File: src/rtl/cpu_prog_loader.sv
`default_nettype none
// ============================================================================
// Module   : cpu_prog_loader
// Purpose  : Stream-driven program loader for the axis_cpu. Consumes a 32-bit
//            AXI-Stream of section headers and payload words and unpacks them
//            into single-entry write strobes for the instruction memory, the
//            immediates table and the jump-offset table. Holds the CPU idle
//            (loading) during a load and pulses done on an END header.
// Ports    : clk, rst (async, active-low)
//            prog_TDATA/TVALID/TREADY/TLAST - program stream in
//            inst_mem_wr_addr/data/en      - instruction byte writes
//            imm_wr_addr/data/en           - immediate table writes
//            jmp_off_wr_addr/data/en       - jump offset table writes
//            loading, done, err            - load status
// Revision : 1.0 - initial release
// ============================================================================
module cpu_prog_loader #(
    // Must not exceed 10: the header address field is 10 bits wide.
    parameter int CODE_ADDR_WIDTH = 10
) (
    input  logic                       clk,
    input  logic                       rst,
    input  logic [31:0]                prog_TDATA,
    input  logic                       prog_TVALID,
    output logic                       prog_TREADY,
    input  logic                       prog_TLAST,
    output logic [CODE_ADDR_WIDTH-1:0] inst_mem_wr_addr,
    output logic [7:0]                 inst_mem_wr_data,
    output logic                       inst_mem_wr_en,
    output logic [3:0]                 imm_wr_addr,
    output logic [31:0]                imm_wr_data,
    output logic                       imm_wr_en,
    output logic [3:0]                 jmp_off_wr_addr,
    output logic [7:0]                 jmp_off_wr_data,
    output logic                       jmp_off_wr_en,
    output logic                       loading,
    output logic                       done,
    output logic                       err
);

    localparam logic [1:0] c_TYPE_INST = 2'b00;
    localparam logic [1:0] c_TYPE_IMM  = 2'b01;
    localparam logic [1:0] c_TYPE_JMP  = 2'b10;
    localparam logic [1:0] c_TYPE_END  = 2'b11;

    localparam logic [CODE_ADDR_WIDTH-1:0] c_ADDR_ONE = CODE_ADDR_WIDTH'(1);

    typedef enum logic [2:0] {
        S_HDR    = 3'd0,
        S_INST_W = 3'd1,
        S_UNPACK = 3'd2,
        S_IMM_W  = 3'd3,
        S_JMP_W  = 3'd4,
        S_DRAIN  = 3'd5
    } state_t;

    state_t                     r_state;
    logic                       r_tready;
    logic [CODE_ADDR_WIDTH-1:0] r_inst_addr;
    logic [7:0]                 r_inst_data;
    logic                       r_inst_en;
    logic [3:0]                 r_imm_addr;
    logic [31:0]                r_imm_data;
    logic                       r_imm_en;
    logic [3:0]                 r_jmp_addr;
    logic [7:0]                 r_jmp_data;
    logic                       r_jmp_en;
    logic                       r_loading;
    logic                       r_done;
    logic                       r_err;

    // Section working registers: next write address, items still to write,
    // the upper three bytes of the current word and how many of them the
    // UNPACK state has already emitted.
    logic [CODE_ADDR_WIDTH-1:0] r_addr;
    logic [15:0]                r_remain;
    logic [23:0]                r_word;
    logic [1:0]                 r_idx;
    logic                       r_abort;
    logic                       r_is_jmp;

    logic                       w_accept;
    logic [1:0]                 w_hdr_type;
    logic [15:0]                w_hdr_count;
    logic [16:0]                w_range_end;
    logic                       w_range_bad;
    logic                       w_byte_early;
    logic                       w_unused_bits;

    assign w_accept    = prog_TVALID & r_tready;
    assign w_hdr_type  = prog_TDATA[31:30];
    assign w_hdr_count = prog_TDATA[15:0];
    // 17-bit sum so a large count cannot wrap past the table-size check.
    assign w_range_end = {13'd0, prog_TDATA[19:16]} + {1'b0, prog_TDATA[15:0]};
    assign w_range_bad = (w_range_end > 17'd16);
    // A byte-section word holds up to four items; TLAST is premature when
    // more than four items are still outstanding.
    assign w_byte_early  = prog_TLAST & (r_remain > 16'd4);
    assign w_unused_bits = &{1'b0, prog_TDATA[29:26]};

    always_ff @(posedge clk or negedge rst) begin
        if (!rst) begin
            r_state     <= S_HDR;
            r_tready    <= 1'b0;
            r_inst_addr <= '0;
            r_inst_data <= '0;
            r_inst_en   <= 1'b0;
            r_imm_addr  <= '0;
            r_imm_data  <= '0;
            r_imm_en    <= 1'b0;
            r_jmp_addr  <= '0;
            r_jmp_data  <= '0;
            r_jmp_en    <= 1'b0;
            r_loading   <= 1'b0;
            r_done      <= 1'b0;
            r_err       <= 1'b0;
            r_addr      <= '0;
            r_remain    <= '0;
            r_word      <= '0;
            r_idx       <= '0;
            r_abort     <= 1'b0;
            r_is_jmp    <= 1'b0;
        end else begin
            // Strobes and done are single-cycle; TREADY is high in every
            // state except UNPACK, and branches entering UNPACK override it.
            r_inst_en <= 1'b0;
            r_imm_en  <= 1'b0;
            r_jmp_en  <= 1'b0;
            r_done    <= 1'b0;
            r_tready  <= 1'b1;

            case (r_state)
                S_HDR: begin
                    if (w_accept) begin
                        r_err    <= 1'b0;
                        r_abort  <= 1'b0;
                        r_remain <= w_hdr_count;
                        r_is_jmp <= (w_hdr_type == c_TYPE_JMP);
                        if (w_hdr_type == c_TYPE_INST) begin
                            r_addr <= prog_TDATA[16 +: CODE_ADDR_WIDTH];
                        end else begin
                            r_addr <= {{(CODE_ADDR_WIDTH-4){1'b0}}, prog_TDATA[19:16]};
                        end
                        if (w_hdr_type == c_TYPE_END) begin
                            r_done    <= 1'b1;
                            r_loading <= 1'b0;
                            r_state   <= S_HDR;
                        end else begin
                            r_loading <= 1'b1;
                            if (w_hdr_count == 16'd0) begin
                                r_state <= S_HDR;
                            end else if ((w_hdr_type != c_TYPE_INST) && w_range_bad) begin
                                r_err   <= 1'b1;
                                r_state <= S_DRAIN;
                            end else if (w_hdr_type == c_TYPE_INST) begin
                                r_state <= S_INST_W;
                            end else if (w_hdr_type == c_TYPE_IMM) begin
                                r_state <= S_IMM_W;
                            end else begin
                                r_state <= S_JMP_W;
                            end
                        end
                    end
                end

                S_INST_W, S_JMP_W: begin
                    if (w_accept) begin
                        if (r_is_jmp) begin
                            r_jmp_en   <= 1'b1;
                            r_jmp_addr <= r_addr[3:0];
                            r_jmp_data <= prog_TDATA[7:0];
                        end else begin
                            r_inst_en   <= 1'b1;
                            r_inst_addr <= r_addr;
                            r_inst_data <= prog_TDATA[7:0];
                        end
                        r_addr   <= r_addr + c_ADDR_ONE;
                        r_remain <= r_remain - 16'd1;
                        r_word   <= prog_TDATA[31:8];
                        r_idx    <= 2'd0;
                        // Remember a premature TLAST so UNPACK finishes this
                        // word and then falls back to header parsing.
                        r_abort  <= w_byte_early;
                        if (w_byte_early) begin
                            r_err <= 1'b1;
                        end
                        if (r_remain > 16'd1) begin
                            r_state  <= S_UNPACK;
                            r_tready <= 1'b0;
                        end else begin
                            r_state <= S_HDR;
                        end
                    end
                end

                S_UNPACK: begin
                    if (r_is_jmp) begin
                        r_jmp_en   <= 1'b1;
                        r_jmp_addr <= r_addr[3:0];
                        r_jmp_data <= r_word[7:0];
                    end else begin
                        r_inst_en   <= 1'b1;
                        r_inst_addr <= r_addr;
                        r_inst_data <= r_word[7:0];
                    end
                    r_addr   <= r_addr + c_ADDR_ONE;
                    r_remain <= r_remain - 16'd1;
                    r_word   <= {8'h00, r_word[23:8]};
                    // Word exhausted after its fourth byte or the section's
                    // last item, whichever comes first.
                    if ((r_idx == 2'd2) || (r_remain == 16'd1)) begin
                        if ((r_remain != 16'd1) && !r_abort) begin
                            r_state <= r_is_jmp ? S_JMP_W : S_INST_W;
                        end else begin
                            r_state <= S_HDR;
                        end
                    end else begin
                        r_idx    <= r_idx + 2'd1;
                        r_tready <= 1'b0;
                    end
                end

                S_IMM_W: begin
                    if (w_accept) begin
                        r_imm_en   <= 1'b1;
                        r_imm_addr <= r_addr[3:0];
                        r_imm_data <= prog_TDATA;
                        r_addr     <= r_addr + c_ADDR_ONE;
                        r_remain   <= r_remain - 16'd1;
                        if (r_remain == 16'd1) begin
                            r_state <= S_HDR;
                        end else if (prog_TLAST) begin
                            r_err   <= 1'b1;
                            r_state <= S_HDR;
                        end
                    end
                end

                S_DRAIN: begin
                    if (w_accept && prog_TLAST) begin
                        r_state <= S_HDR;
                    end
                end

                default: begin
                    r_state <= S_HDR;
                end
            endcase
        end
    end

    assign prog_TREADY      = r_tready;
    assign inst_mem_wr_addr = r_inst_addr;
    assign inst_mem_wr_data = r_inst_data;
    assign inst_mem_wr_en   = r_inst_en;
    assign imm_wr_addr      = r_imm_addr;
    assign imm_wr_data      = r_imm_data;
    assign imm_wr_en        = r_imm_en;
    assign jmp_off_wr_addr  = r_jmp_addr;
    assign jmp_off_wr_data  = r_jmp_data;
    assign jmp_off_wr_en    = r_jmp_en;
    assign loading          = r_loading;
    assign done             = r_done;
    assign err              = r_err;

endmodule
`default_nettype wire

File: config.mk
export PLATFORM = sky130hd
export DESIGN_NAME = cpu_prog_loader
export DESIGN_NICKNAME = d
export VERILOG_FILES = /design/src/rtl/cpu_prog_loader.sv
export SDC_FILE = /design/constraint.sdc
export NUM_CORES = 1
export LEC_CHECK = 0
export ABC_AREA = 0
export CORE_MARGIN = 8
export CORE_UTILIZATION = 53
export DETAILED_ROUTE_END_ITERATION = 8
export MAX_ROUTING_LAYER = met4
export PLACE_DENSITY = 0.8
export SETUP_SLACK_MARGIN = 0.02
export SLEW_MARGIN = 10
export SYNTH_ARGS = -nofsm -noshare
export SYNTH_HDL_FRONTEND = slang
export SYNTH_SLANG_ARGS = --single-unit
File: constraint.sdc
create_clock -name clk -period 2.5 [get_ports clk]
set_clock_uncertainty 0.2 [all_clocks]
set_input_delay 0.375 -clock clk [delete_from_list [all_inputs] [get_ports clk]]
set_output_delay 0.375 -clock clk [all_outputs]
set_load 0.03 [all_outputs]
Yosys cells after proc, flatten, opt, wreduce, memory -nomap -nowiden --
Index checks and enable logic that the tools add are counted.
Word-level totals: logic and storage cells 151, flip-flop bits (word level) 130, output and inout bits 73
Cells by class: equal/unequal tests 26, reductions and logical operators 25, bitwise gates (word level) 2, magnitude comparators 3, mux-type cells 71, add/subtract/negate cells 4
Operators with widths (number):
- $mux W10 | 5
- $mux W8 | 6
- $pmux W16 S3 | 1
- $pmux W24 S2 | 1
- $mux W3 | 14
- $mux W16 | 2
- $pmux W8 S2 | 2
- $pmux W10 S3 | 1
- $ne A2 B2 Y1 const B | 13
- $mux W1 | 24
- $mux W24 | 1
- $pmux W10 S2 | 1
- $add A4 B16 Y17 | 1
- $gt A17 B5 Y1 const B | 1
- $eq A16 B1 Y1 const B | 1
- $gt A16 B1 Y1 const B | 1
- $gt A16 B3 Y1 const B | 1
- $logic_not A16 Y1 | 1
- $ne A16 B1 Y1 const B | 1
- $sub A16 B1 Y16 const B | 1
- $pmux W3 S5 | 1
- $add A10 B1 Y10 const B | 1
- $reduce_and A3 Y1 | 3
- $mux W4 | 2
- other kinds (27) | 45

Depth between registers and ports, before layout --
Gate-level depths: netlist (run 1).
word-level depth 8, mapped depth 8

Worst setup path before layout (run 1) --
OpenSTA, ideal clock, no wires.
path kind input port to flip-flop, start input prog_TDATA[0], end register r_err (netlist: err), path buffers 0, cell stages on the path 8, arrival time 2.261 ns, setup slack -0.096 ns, path through ha_1 fa_1 a211oi_1 nor2_1 xor2_1 a221o_1 nor4_4 a211oi_1
Between the ends: word-level cells in the longest chain between the ends 8
RTL lines:
- from (decl) | RTL line 23 | input logic [31:0] prog_TDATA,
- $add A4 B16 Y17 | RTL line 94 | assign w_range_end = {13'd0, prog_TDATA[19:16]} + {1'b0, prog_TDATA[15:0]};
- $gt A17 B5 Y1 | RTL line 95 | assign w_range_bad = (w_range_end > 17'd16);
- $logic_and A1 B1 Y1 | RTL line 152 | end else if ((w_hdr_type != c_TYPE_INST) && w_range_bad) begin
- $mux W1 | RTL line 152
- $mux W1 (*) | RTL line 150 | if (w_hdr_count == 16'd0) begin
- $mux W1 (*) | RTL line 144 | if (w_hdr_type == c_TYPE_END) begin
- $mux W1 (*) | RTL line 134 | if (w_accept) begin
- $pmux W1 S3 (*) | RTL line 132 | case (r_state)
- to (signal assigned) | RTL line 135 | r_err <= 1'b0;
- to (signal assigned) | RTL line 153 | r_err <= 1'b1;
- to (signal assigned) | RTL line 185 | r_err <= 1'b1;
- to (decl) | RTL line 70 | logic r_err;
Every way passes the cells marked *; elsewhere a longest branch is shown, timed or not. The select of a mux whose other input is x is not followed. A chain may end at the register's enable or synchronous reset.

Worst setup path in the final report (run 1) --
start register r_remain[4], end register r_err (netlist: err)
Between the ends: word-level cells in the longest chain between the ends 4
RTL lines:
- from (decl) | RTL line 76 | logic [15:0] r_remain;
- from (signal assigned) | RTL line 137 | r_remain <= w_hdr_count;
- from (signal assigned) | RTL line 178 | r_remain <= r_remain - 16'd1;
- from (signal assigned) | RTL line 207 | r_remain <= r_remain - 16'd1;
- $gt A16 B3 Y1 | RTL line 98 | assign w_byte_early = prog_TLAST & (r_remain > 16'd4);
- $and A1 B1 Y1 | RTL line 98
- $ne A2 B2 Y1 (no source line)
- $reduce_and A7 Y1 (no source line) (*)
- to (signal assigned) | RTL line 116 | r_err <= 1'b0;
- to (signal assigned) | RTL line 135
- to (signal assigned) | RTL line 153
Every way passes the cells marked *; elsewhere a longest branch is shown, timed or not.

==> results by group, run 1 <==
Critical path
  – Max incr delay on CP: 570 ps
  – Max Fanout on Critical Path: 4
  – CP Data Arrival Time: 2450 ps
  – Crit end category: flop
  – RR Startpoint: r_remain[4]
  – Reg2Reg Depth: 6
  – Setup crit end: err
  – Crit path kind: reg2reg
  – Reg-to-reg slack, setup: 140 ps
  – Critical-path cell list: or4_4, a2111oi_0, a21bo_1, o21ai_1, nor3_1, a211oi_1
  – Worst R2R End: err
  – Worst Path Required: 2590 ps
  – Setup crit start kind: flop
  – Slowest-stage cell, CP: a2111oi_0
  – CP Launch Point: r_remain[4]

Logic synthesis
  – Average size of a mapped cell: 9.50 um^2
  – Syn. warnings: 0
  – Top_reg_cell synth: dfrtp_1
  – Syn nets: 709
  – Asr flop ratio synth: 1.00
  – EDFF count, synth: 0
  – Cells after Synth: 663
  – Synth cell types: 61
  – Synthesized area: 6300 um^2
  – Post-synthesis sequential area ratio: 0.517
  – #FFs+latches synth: 130

Place
  – HPWL after DPL: 13700 um
  – Routability cong.: 0.887
  – PortBufs: 108

Clock network
  – CTS sink count: 130
  – CTS Buf Count: 17
  – H-tree levels: 4
  – Root Driver: clkbuf_16
  – Clock-pin slew on the worst setup and hold paths: 60 ps
  – CTS tree: done
  – Clock buffer depth: 2
  – Clk Latency, worst-skew pair: 420 ps

Global route
  – Initial antenna violation count: 0
  – Largest net degree at the start of global routing: 90
  – First-pass GRT wire length: 31000 um
  – Total grt overflow: 0
  – Total track usage: 0.254
  – Vias in the first global route: 6087

Drt
  – DRT iter0 DRCs: 445
  – Total Wirelength: 19000 um
  – Post-route ant nets: 0
  – Total number of vias: 5799
  – Routed wire per std cell: 19.3 um
  – Drc violations: 0
  – 1st-pass router iterations: 6
  – Vias per cell: 5.89

Finish
  – Most frequent cells in the layout: dfrtp_1 (130), clkdlybuf4s50_1 (100), nand2_1 (95)
  – Most common cell after layout, fill and taps aside: dfrtp_1
  – # nets final: 871
  – Layout fillers: 857
  – Share of cells above drive strength 1: 0.200
  – N_diodes: 0
  – Area Growth Syn to Fin: 38.5%
  – Footprint of the multi-input gates: 2920 um^2
  – Register area: 3250 um^2

Pwr
  – P_leak: 3.88 nW
  – Total Power: 12.6 mW
  – Maximum VDD drop: 0.600 mV
  – Power per cell area: 1440 nW/um^2

STA
  – Max frequency: 424 MHz
  – RSZ-0062 raised after global routing: no
  – Slew @ Worst Pin: 908 ps
  – Setup TNS: 0 ps
  – Tmin final: 2360 ps
  – Final max-slew violation count: 0
  – Final hold violations: 0
  – Slew HR: 0.390
  – Final period util: 0.943
  – Final setup fails: 0

Floorplan
  – Vert. Die Dim: 125 um
  – Cell Rows: 40
  – Die area: 15600 um^2
  – Boundary Pins: 109
  – Core Region: 11800 um^2
  – Initial Util: 0.533
  – Die width: 125 um

Run status
  – Status: completed

Worst hold path
  – HP Class: in2async

Run
  – Number of max-cap violations: 0
[sequential cells by signal, indices dropped and copies added (netlist names), 2 cells and up]
signal and flops:
jmp_off_wr_data 8, jmp_off_wr_addr 4, r_idx 2, inst_mem_wr_data 8, imm_wr_data 32, r_state 3, r_word 24, inst_mem_wr_addr 10
r_remain 16, r_addr 10, imm_wr_addr 4
[Yosys cell counts, types with 7 or more instances]
| cell | instances | area [um^2] |
|---|---|---|
| dfrtp_1 | 130 | 3250 |
| nand2_1 | 95 | 357 |
| nor2_1 | 83 | 312 |
| o21ai_0 | 58 | 290 |
| a21oi_1 | 40 | 200 |
| mux2_2 | 34 | 383 |
| clkbuf_1 | 28 | 105 |
| nand3_1 | 24 | 120 |
| nor3_1 | 19 | 95.1 |
| o22ai_1 | 16 | 100 |
| mux2i_1 | 11 | 110 |
| ha_1 | 9 | 113 |
| inv_1 | 8 | 30.0 |
| a31oi_1 | 7 | 43.8 |
[timing repair]
item                                    CTS  global route
endpoints found under the hold margin   130             0
endpoints found under the setup margin    4             7
gates resized for setup                   6            16
setup buffers                             0             1
hold buffers                              1             0
pin swaps                                 2             8
[routing by layer]
layer  share of wire  track usage  vias up
met3           0.071       0.0714       47
met4           0.029        0.106        0
li1                -            -     2663
met5               0            -        -
met2            0.49        0.409      247
met1            0.41        0.294     2842
[worst min-delay path by stage]
stage / from / endpoint / cells past startpoint
floorplan: rst / done / 0
global placement: rst / jmp_off_wr_data[7] / 1
detailed placement: rst / jmp_off_wr_data[7] / 1
CTS: rst / inst_mem_wr_data[4] / 2
global route: rst / inst_mem_wr_data[5] / 2
finish: rst / inst_mem_wr_data[4] / 2
[cell families after synthesis]
family / count (synthesis) / synth area share
DFF: 130 / 0.517
adders and majority gates: 10 / 0.0211
AOI/OAI and AO/OA: 158 / 0.148
and+or+nand+nor: 265 / 0.195
buffers and inverters: 48 / 0.0310
xor gates and xnor gates: 6 / 0.00834
muxes: 46 / 0.0801
[critical path, delay by kind of cell, from the launching register on]
kind	cells	cell delay, ps
AO/OA/AOI/OAI	4	940
AND/OR/NAND/NOR	2	700
flip-flops	1	390
[area by class of cell]
cell class,instances,area share
Clock buffer,19,0.0508
Clock inverter,12,0.0232
Inverter,8,0.00344
Multi-Input combinational cell,485,0.335
Sequential cell,130,0.373
Tap cell,147,0.0211
Timing Repair Buffer,183,0.193
[metrics by stage]
| stage | area (um^2) | util | setup WS (ps) | hold slack [ps] | cells |
|---|---|---|---|---|---|
| finish | 8720 | 0.738 | 143 | 135 | 984 |
| global route | 8720 | 0.738 | 17.8 | 144 | 984 |
| CTS | 8660 | 0.733 | 46.5 | 113 | 983 |
| detailed placement | 8020 | 0.679 | -598 | 14.1 | 951 |
| global placement | 8020 | 0.679 | -572 | 9.26 | 951 |
| floorplan | 6320 | - | 28.6 | -121 | 663 |
[report_power, final]
group | leakage [nW] | switching [mW] | internal (mW) | total [mW]
registers | 1.59 | 0.711 | 3.08 | 3.79
logic | 1.98 | 3.55 | 2.51 | 6.06
clock network | 0.314 | 0.941 | 1.80 | 2.74
total | 3.88 | 5.20 | 7.39 | 12.6
No activity file was read; power rests on OpenSTA's default activity.
==> inputs of run 2 (changes only) <==
ABC_AREA = 1   (was 0)
CAP_MARGIN = 10   (was default)
CORE_UTILIZATION = 54   (was 53)
PLACE_DENSITY = 0.81   (was 0.8)
==> results by group, run 2 <==
Critical path
  – Max Fanout on Critical Path: 6
  – Delay-heaviest family, CP: simple AND/OR/NAND/NOR gates
  – CP dominant cell by count: nand2_1
  – Reg-to-reg slack, setup: 210 ps
  – Crit path kind: in2reg
  – Critical-path cell list: clkdlybuf4s50_1, ha_4, nand2_1, nand2_1, inv_1, nand2_1, nand2_1, nand2_1, nand2_1, nand2_1, inv_1, nand2_1, nor2_2, nand3_2, nand2_2, nand2_1, nand2_1, nand2_1, nand2_1, nand2_1
  – Reg2Reg Depth: 11
  – Worst R2R End: r_state[1]
  – CP bufs+invs: 3
  – Worst Path Required: 2620 ps
  – Slowest-stage cell, CP: clkdlybuf4s50_1
  – Max incr delay on CP: 580 ps
  – CP Data Arrival Time: 2420 ps
  – Stages on worst setup path: 20
  – RR Startpoint: r_remain[7]
  – Setup crit start kind: input port
  – Crit end category: flop

Place
  – Placed cell count: 1081
  – Dpl ws: -636 ps
  – HPWL after DPL: 14900 um
  – Routability cong.: 0.929
  – PortBufs: 108

STA
  – Max frequency: 435 MHz
  – RSZ-0062 raised after global routing: no
  – Tmin final: 2300 ps
  – Setup TNS: 0 ps
  – Final hold violations: 0
  – Slew HR: 0.673
  – Final setup fails: 0
  – Final worst slack: 201 ps
  – Final period util: 0.920
  – Final max-slew violation count: 0
  – Slew @ Worst Pin: 491 ps

Drt
  – Routed wire per std cell: 18.4 um
  – Top sig layer: met4
  – Total number of vias: 6337
  – Drc violations: 0
  – Total Wirelength: 20500 um
  – Post-route ant nets: 0
  – Vias per cell: 5.68
  – Met3 routed WL: 1550 um
  – DRT iter0 DRCs: 573
  – WL met1: 8390 um
  – 1st-pass router iterations: 6
  – Wire length on met2: 9760 um

Run status
  – Status: completed

Finish
  – Max reg flops: 32
  – Footprint of the multi-input gates: 2890 um^2
  – Most common cell after layout, fill and taps aside: nand2_1
  – Most frequent cells in the layout: nand2_1 (177), dfrtp_1 (130), clkdlybuf4s50_1 (102)
  – Register area: 3250 um^2
  – Fin cells: 1116
  – # nets final: 1002
  – Area Growth Syn to Fin: 35.0%
  – Layout fillers: 834
  – Share of cells above drive strength 1: 0.169
  – Final core area utilization: 0.741
  – N_diodes: 0

Pwr
  – Int Pwr: 6.88 mW
  – Flop pwr share: 0.306
  – Net Sw Frac: 0.444
  – Comb pwr share: 0.501
  – NetSw: 5.50 mW
  – P_leak: 4.20 nW
  – Maximum VDD drop: 0.809 mV
  – Total Power: 12.4 mW
  – Share of power burned in the clock network: 0.193
  – Power per cell area: 1400 nW/um^2

Logic synthesis
  – EDFF count, synth: 0
  – Syn nets: 831
  – Synth cell types: 44
  – Top_reg_cell synth: dfrtp_1
  – Post-synthesis sequential area ratio: 0.497
  – Post-synth top area share: 0.497
  – Synth top cells by count: nand2_1 (179), dfrtp_1 (130), nor2_1 (83)
  – Top cell type by total area after synthesis: dfrtp_1
  – #FFs+latches synth: 130
  – Cells after Synth: 785
  – Average size of a mapped cell: 8.33 um^2
  – Asr flop ratio synth: 1.00
  – Top-count cell post-synth: nand2_1
  – Synthesized area: 6540 um^2
  – Synth area leaders: dfrtp_1 (50%), nand2_1 (10%), o21ai_0 (6.0%)
  – Syn. warnings: 0

Global route
  – Initial antenna violation count: 0
  – Largest net degree at the start of global routing: 36
  – First-pass GRT wire length: 32800 um
  – Total grt overflow: 0
  – Vias in the first global route: 6419
  – Total track usage: 0.268

Clock network
  – Clock buffer depth: 2
  – Root Driver: clkbuf_16
  – Clk Latency, worst-skew pair: 420 ps
  – CTS Buf Count: 17
  – H-tree levels: 4
  – Clock-pin slew on the worst setup and hold paths: 60 ps
  – CTS sink count: 130
  – CTS tree: done

Floorplan
  – Cell Rows: 40
  – Core Region: 11900 um^2
  – Die area: 15900 um^2
  – Die width: 126 um
  – Boundary Pins: 109
  – Initial Util: 0.549
  – Vert. Die Dim: 126 um

Worst hold path
  – Beginning of the worst hold path: prog_TDATA[16]
  – WHS Path Cells: 4
  – HP Class: in2reg
  – Worst hold endpoint: imm_wr_data[16]

Run
  – Number of max-cap violations: 0
[run 2: kinds of logic after synthesis]
kind of cell	after synthesis	share of synthesized area
simple gates	351	0.241
buf+inv	110	0.0681
fa+ha+maj	10	0.0203
compound gates	162	0.136
xor+xnor	4	0.00536
flops	130	0.497
mux	18	0.0316
[run 2: repair_timing]
action	CTS	global route
setup buffers	1	1
hold buffers	1	0
pin swaps	1	5
endpoints found under the setup margin	4	4
hold endpoints to repair	30	0
gates resized for setup	6	12
[run 2: worst max-delay path by stage]
stage / from / to / slack [ps]
2_1_floorplan: prog_TDATA[0] / r_state[2] / 80
3_3_place_gp: prog_TDATA[16] / r_state[2] / -620
3_5_place_dp: prog_TDATA[16] / r_state[2] / -640
4_1_cts: prog_TDATA[1] / r_state[2] / 70
5_1_grt: prog_TDATA[19] / r_state[2] / 30
6_report: prog_TDATA[3] / r_state[2] / 200
[run 2: power groups by stage]
stage,Clock (mW),Combinational (mW),Sequential (mW)
after floorplan,0,2.94,4.67
after global placement,0,5.89,3.71
after detailed placement,0,6.07,3.76
after CTS,2.41,6.17,3.77
after global routing,2.50,6.71,3.88
final,2.39,6.21,3.79
[run 2: per-layer routing]
metal	vias up	GRT usage
met3	71	0.0637
met5	-	-
met2	311	0.421
li1	2946	-
met1	3009	0.315
met4	0	0.144
[run 2: cell type report]
type                       count  share of cell area
multi-input combinational    545               0.327
sequential                   130               0.368
clock buffer                  18              0.0497
tap                          147              0.0208
clock inverter                14              0.0146
inverter                      85              0.0361
timing repair buffer         177               0.183
[run 2: through the flow]
stage | hold WS, ps | cell area, um^2
after floorplan | -121 | 6540
after global placement | 165 | 8200
after detailed placement | 169 | 8200
after CTS | 260 | 8790
after global routing | 151 | 8830
final | 146 | 8830
[run 2: worst reg2reg max path, delay by kind of cell (launching register included)]
| kind | cells | cell delay (ps) |
|---|---|---|
| AO/OA/AOI/OAI | 1 | 340 |
| buffers and inverters | 1 | 120 |
| flip-flops | 1 | 390 |
| AND/OR/NAND/NOR | 9 | 1130 |
==> inputs of run 3 (changes only) <==
CTS_CLUSTER_SIZE = 30   (was default)
SKIP_LAST_GASP = 1   (was default)
==> results of run 3 <==
Final layout, timing and power as in run 2 (identical DEF).
